File: src/rtl/reaction_timer_core.sv
// Reaction timer game core: mode selection, random pre-start wait, timed
// count-up run, false-start detection and best-score tracking.
module reaction_timer_core #(
  parameter int NUM_MODES  = 4,
  parameter int BASE_TICKS = 100000,
  parameter int WAIT_TICKS = 5000000,
  parameter int NUM_W      = 14,
  parameter int MAX_COUNT  = 9999
) (
  input  logic                         clk,
  input  logic                         rst,
  input  logic                         btn_up,
  input  logic                         btn_down,
  input  logic                         btn_start,
  input  logic                         btn_hit,
  output logic [2:0]                   state,
  output logic [$clog2(NUM_MODES)-1:0] mode,
  output logic                         go,
  output logic [NUM_W-1:0]             count,
  output logic [NUM_W-1:0]             best,
  output logic                         false_start,
  output logic                         new_best
);

  localparam int MW = $clog2(NUM_MODES);
  localparam int TW = (BASE_TICKS > 1) ? $clog2(BASE_TICKS) : 1;
  localparam int WW = $clog2(16 * WAIT_TICKS);

  localparam logic [2:0] S_SELECT = 3'd0;
  localparam logic [2:0] S_WAIT   = 3'd1;
  localparam logic [2:0] S_RUN    = 3'd2;
  localparam logic [2:0] S_DONE   = 3'd3;
  localparam logic [2:0] S_FOUL   = 3'd4;

  localparam logic [MW-1:0]    MODE_MAX  = MW'(NUM_MODES - 1);
  localparam logic [MW-1:0]    MODE_RST  = MW'(1);
  localparam logic [NUM_W-1:0] COUNT_MAX = NUM_W'(MAX_COUNT);

  logic          up_q, down_q, start_q, hit_q;
  logic          up_e, down_e, start_e, hit_e;
  logic [15:0]   lfsr;
  logic          lfsr_fb;
  logic [TW-1:0] tick_cnt;
  logic [WW-1:0] wait_cnt;
  logic [31:0]   period_full;
  logic [TW-1:0] period_last;
  logic [31:0]   wait_full;
  logic [WW-1:0] wait_load;
  logic [NUM_W-1:0] count_next;

  assign up_e    = btn_up    & ~up_q;
  assign down_e  = btn_down  & ~down_q;
  assign start_e = btn_start & ~start_q;
  assign hit_e   = btn_hit   & ~hit_q;

  // Fibonacci taps 16,14,13,11 -> bits 15,13,12,10
  assign lfsr_fb = lfsr[15] ^ lfsr[13] ^ lfsr[12] ^ lfsr[10];

  always_comb begin
    period_full = 32'(BASE_TICKS) >> mode;
    if (period_full == 32'd0) period_full = 32'd1;
  end

  assign period_last = TW'(period_full - 32'd1);
  assign wait_full   = (32'(lfsr[3:0]) + 32'd1) * 32'(WAIT_TICKS) - 32'd1;
  assign wait_load   = WW'(wait_full);
  assign count_next  = count + NUM_W'(1);

  always_ff @(posedge clk or posedge rst) begin
    if (rst) begin
      up_q        <= 1'b0;
      down_q      <= 1'b0;
      start_q     <= 1'b0;
      hit_q       <= 1'b0;
      lfsr        <= 16'hACE1;
      state       <= S_SELECT;
      mode        <= MODE_RST;
      go          <= 1'b0;
      count       <= '0;
      best        <= COUNT_MAX;
      false_start <= 1'b0;
      new_best    <= 1'b0;
      tick_cnt    <= '0;
      wait_cnt    <= '0;
    end else begin
      up_q     <= btn_up;
      down_q   <= btn_down;
      start_q  <= btn_start;
      hit_q    <= btn_hit;
      lfsr     <= {lfsr[14:0], lfsr_fb};
      new_best <= 1'b0;
      case (state)
        S_SELECT: begin
          if (start_e) begin
            state    <= S_WAIT;
            wait_cnt <= wait_load;
          end else if (up_e && !down_e) begin
            if (mode != MODE_MAX) mode <= mode + MW'(1);
          end else if (down_e && !up_e) begin
            if (mode != '0) mode <= mode - MW'(1);
          end
        end
        S_WAIT: begin
          // a hit on the expiry cycle still counts as a false start
          if (hit_e) begin
            state       <= S_FOUL;
            false_start <= 1'b1;
          end else if (wait_cnt == '0) begin
            state    <= S_RUN;
            go       <= 1'b1;
            count    <= '0;
            tick_cnt <= '0;
          end else begin
            wait_cnt <= wait_cnt - WW'(1);
          end
        end
        S_RUN: begin
          if (hit_e) begin
            state <= S_DONE;
            go    <= 1'b0;
            if (count < best) begin
              best     <= count;
              new_best <= 1'b1;
            end
          end else if (tick_cnt == period_last) begin
            tick_cnt <= '0;
            if (count_next >= COUNT_MAX) begin
              count <= COUNT_MAX;
              state <= S_DONE;
              go    <= 1'b0;
            end else begin
              count <= count_next;
            end
          end else begin
            tick_cnt <= tick_cnt + TW'(1);
          end
        end
        S_DONE, S_FOUL: begin
          if (start_e) begin
            state       <= S_SELECT;
            count       <= '0;
            false_start <= 1'b0;
          end
        end
        default: begin
          state <= S_SELECT;
          go    <= 1'b0;
        end
      endcase
    end
  end

endmodule
File: config.mk
export PLATFORM = sky130hd
export DESIGN_NAME = reaction_timer_core
export DESIGN_NICKNAME = d
export VERILOG_FILES = /design/src/rtl/reaction_timer_core.sv
export SDC_FILE = /design/constraint.sdc
export NUM_CORES = 1
export LEC_CHECK = 0
export CAP_MARGIN = 20
export CORE_MARGIN = 4
export CORE_UTILIZATION = 35
export CTS_CLUSTER_DIAMETER = 50
export CTS_CLUSTER_SIZE = 24
export DETAILED_ROUTE_END_ITERATION = 8
export GPL_TIMING_DRIVEN = 0
export MAX_ROUTING_LAYER = met4
export PLACE_DENSITY = 0.61
export SETUP_SLACK_MARGIN = 0.02
export SYNTH_ARGS = -nofsm -noshare
export SYNTH_HDL_FRONTEND = slang
export SYNTH_SLANG_ARGS = --single-unit
File: constraint.sdc
create_clock -name clk -period 7 [get_ports clk]
set_input_delay 1.4 -clock clk [delete_from_list [all_inputs] [get_ports clk]]
set_output_delay 1.4 -clock clk [all_outputs]
set_load 0.05 [all_outputs]
==> flow_metrics.py <==
metrics = {
    "worst_setup_path": {
        "worst-path-buf-inv": 2,
        "critical_path.max_stage_delay_ps": 630,
        "max_fo_critical_path": 8,
        "timing.critical_path.arrival_ps": 6490,
        "critical_path.startpoint_type": "flip-flop",
        "crit_path_cell_trace": "buf_2, and3_1, buf_2, xor2_2, nor2_1, nor2_1, fa_1, ha_1, ha_1, a2111oi_0, o21ai_1, a2111oi_1, nor4_1, a311oi_1, nand2_1, nor4_1, a32oi_1, a211oi_1, o21ba_1",
        "critical_path.endpoint_type": "flip-flop",
        "timing.critical_path.slowest_stage_cell": "a2111oi_1",
        "worstPathRequired_ps": 7250,
        "cp_top_family": "compound AO/OA/AOI/OAI gates",
        "timing.setup.critical_path_class": "flip-flop to flip-flop",
    },
    "detailed_routing": {
        "antenna_left": 0,
        "wl_met1_mm": 8.173,
        "wire_length_on_met3_um": 787,
        "routed_wl_mm": 17.04,
        "post_drt_via_cell_ratio": 5.289,
        "first_pass_iters": 5,
        "route.detailed.wl_per_inst_um": 14.52,
        "drt_first_iter_violations": 341,
        "met2RoutedLength_mm": 7.909,
        "num_vias": 6209,
        "routed.top_layer": "met4",
        "drc": 0,
    },
    "worst_hold_path": {
        "hp-class": "flip-flop to flip-flop",
    },
    "cts": {
        "number_of_buffers_created_by_cts": 9,
        "cts_sinks": 100,
        "clk-insertion-delay-late_ps": 360,
        "clock_tree_from_tritoncts": "built",
        "postCtsSetupRepairBufs": 0,
        "clock_tree.htree_level_count": 3,
        "cts_root_buf": "clkbuf_16",
        "clk_path_buf_depth": 2,
        "clkTransAtPathRegs_ps": 70,
    },
    "global_route": {
        "gr_ovfl_total": 0,
        "wire_length_of_the_first_global_routing_pass_mm": 29.44,
        "grt_antenna_before_repair": 0,
        "grt_max_degree": 64,
        "vias_in_the_first_global_route": 5943,
        "grtUsageTotal": 0.1511,
    },
    "timing": {
        "timing.final.hold_violations": 0,
        "min_period_ps": 6242,
        "fin_tns_setup_ps": 0,
        "report.final.slew_viol_count": 0,
        "fmaxAchievable_mhz": 160.2,
        "setup_skew_ps": 8.745,
        "setup_viol_count_final": 0,
        "max_slew.worst_pin.slew_ps": 1019,
        "final_min_period_over_clock_period": 0.8918,
        "worst_hold_slack_ps": 348.1,
        "rsz0062_at_grt": "no",
        "timing.max_slew.rel_slack": 0.3142,
        "setup_slack_ps": 757.6,
    },
    "floorplan": {
        "floorplan.die_area_um2": 23430,
        "io_pins": 42,
        "die_y_um": 153.1,
        "core_region_area_um2": 20490,
        "die_width_um": 153.1,
        "initial_core_util": 0.3594,
        "fp-row-count": 52,
    },
    "cells_and_area": {
        "final_util": 0.4119,
        "layout.filler_cells": 2070,
        "insertedDiodeCount": 0,
        "post_route_non_filler_standard_cell_count": 1174,
        "multiInputGateArea_um2": 4537,
        "fraction_of_layout_instances_using_a_drive_strength_above_1": 0.08075,
        "areaGrowthSynthToFinish_pct": 14.61,
        "nets": 971,
        "final-seq-area_um2": 2524,
        "final_design_area_no_fill_um2": 8442,
    },
    "yosys": {
        "syn_avg_cell_area_um2": 8.717,
        "async_flop_share": 1.000,
        "syn-cell-area_um2": 7366,
        "synth_edf_count": 0,
        "synthFlopType": "dfrtp_1",
        "synth_seq_area_share": 0.3426,
        "synth_instances": 845,
        "ys_types": 71,
        "yosys_register_bits": 100,
        "synth.yosys.warnings": 0,
    },
    "power_and_ir_drop": {
        "power.ir.vdd_worst_mv": 0.1255,
        "power.density_nw_per_um2": 214.8,
        "power_leakage_nw": 3.572,
        "post-layout-total-power_mw": 1.813,
    },
    "placed_design": {
        "detailed_place.area_um2": 8148,
        "placement.io_buffers": 41,
        "gp_routability_congestion": 0.8251,
        "post_detailed_placement_half_perimeter_wirelength_mm": 12.64,
        "worst_slack_at_placement_ps": 500.0,
        "numPlacedInstances": 1158,
    },
    "run": {
        "max-cap-violations": 0,
    },
    "run_status": {
        "status": "finished clean",
    },
}
-- power breakdown --
part           total (mW)  switching (mW)  internal, mW
Combinational       0.587           0.386         0.201
Sequential          0.727          0.0795         0.647
Clock               0.499           0.242         0.257
Total                1.81           0.708          1.10
-- worst paths after layout --
check / start / slack [ps] / endpoint / cells past startpoint
setup / recovery: lfsr[0]$_DFF_PP1_ / 760 / wait_cnt[26]$_DFFE_PP0P_ / 19
hold / removal: lfsr[8]$_DFF_PP0_ / 350 / lfsr[9]$_DFF_PP0_ / 0
setup reg to reg: lfsr[0]$_DFF_PP1_ / 760 / wait_cnt[26]$_DFFE_PP0P_ / 19
hold reg to reg: lfsr[8]$_DFF_PP0_ / 350 / lfsr[9]$_DFF_PP0_ / 0
max in group asynchronous: rst / 4840 / best[9]$_DFFE_PP1P_ / 3
min in group asynchronous: rst / 1430 / tick_cnt[7]$_DFFE_PP0P_ / 2
-- flip-flops by register name (all words and copies together) (netlist names) --
register,flops
state,3
count,14
mode,2
new_best,1
wait_cnt,27
up_q,1
false_start,1
go,1
tick_cnt,17
down_q,1
hit_q,1
start_q,1
best,14
lfsr,16
-- synth_stat cells, drive strengths merged (4+ instances only) --
| library cell | count | share of area |
|---|---|---|
| nor4 | 16 | 0.019 |
| nor3b | 4 | 0.0041 |
| a2111oi | 5 | 0.0061 |
| inv | 52 | 0.026 |
| o22ai | 8 | 0.0068 |
| a21o | 9 | 0.0092 |
| or3 | 16 | 0.014 |
| o211ai | 7 | 0.0071 |
| o31ai | 6 | 0.0061 |
| and3 | 10 | 0.0085 |
| nand3 | 21 | 0.014 |
| nor3 | 27 | 0.021 |
| a211oi | 7 | 0.0071 |
| buf | 6 | 0.0048 |
| o21ai | 80 | 0.054 |
| nand4 | 7 | 0.0068 |
| and2 | 12 | 0.010 |
| dfstp | 17 | 0.061 |
| nor2b | 20 | 0.017 |
| a211o | 4 | 0.0048 |
| xor2 | 18 | 0.021 |
| dfrtp | 83 | 0.28 |
| nor2 | 59 | 0.030 |
| fa | 4 | 0.011 |
| mux2 | 14 | 0.021 |
| or4 | 10 | 0.011 |
| xnor2 | 41 | 0.049 |
| a31oi | 6 | 0.0051 |
| nand2 | 77 | 0.039 |
| a21oi | 41 | 0.028 |
| or2 | 7 | 0.0059 |
| nand2b | 18 | 0.015 |
| clkbuf | 23 | 0.012 |
| ha | 62 | 0.11 |
| a22o | 7 | 0.0083 |
-- routing by layer --
| metal | GRT usage | vias to the layer above |
|---|---|---|
| met3 | 0.02573 | 18 |
| met4 | 0.02885 | 0 |
| li1 | - | 3134 |
| met5 | - | - |
| met1 | 0.2032 | 2922 |
| met2 | 0.2426 | 135 |
-- cell type report --
type	count	share of cell area
buffer	29	0.01438
clock buffer	11	0.02875
clock inverter	5	0.005187
inverter	52	0.02342
multi-input combinational	665	0.5374
sequential	100	0.2989
tap	270	0.04002
timing repair buffer	42	0.05187
-- placed cells by master, fill, tap and decap left out, types with 6 or more instances in the layout --
master	netlist	layout
o21ai_1	10	10
o31ai_1	6	6
xor2_1	18	17
o22ai_1	8	8
clkdlybuf4s50_1	0	41
dfstp_2	17	17
nand2_1	77	77
dfrtp_1	83	83
or3_1	16	16
mux2_2	14	14
o211ai_1	7	7
xnor2_1	41	41
a31oi_1	6	6
nand2b_1	18	18
inv_1	51	50
nor4_1	13	13
and2_1	11	11
or4_1	9	9
and3_1	10	10
ha_1	62	62
or2_2	7	7
clkbuf_16	0	9
nor2_1	59	59
a211oi_1	7	7
nand3_1	21	21
a21o_1	9	9
nor2b_1	20	20
nor3_1	23	23
nand4_1	6	6
a21oi_1	41	41
o21ai_0	70	70
a22o_1	7	7
clkbuf_1	23	24
-- kinds of logic (layout without fill, tap and decap cells) --
logic type | after synthesis | after routing | synth area share
other | 1 | 2 | 0.0005091
buffers and inverters | 81 | 139 | 0.04297
and+or+nand+nor | 312 | 312 | 0.2244
adders and majority gates | 66 | 66 | 0.1162
muxes | 17 | 17 | 0.02650
DFF | 100 | 100 | 0.3426
AOI/OAI and AO/OA | 209 | 209 | 0.1767
xor gates and xnor gates | 59 | 59 | 0.07015
-- what timing repair did --
item                                    in CTS  in global routing
hold buffers                                 0                  0
gates resized for setup                      0                  1
endpoints found under the setup margin       0                  1
No activity file was read; power rests on OpenSTA's default activity.
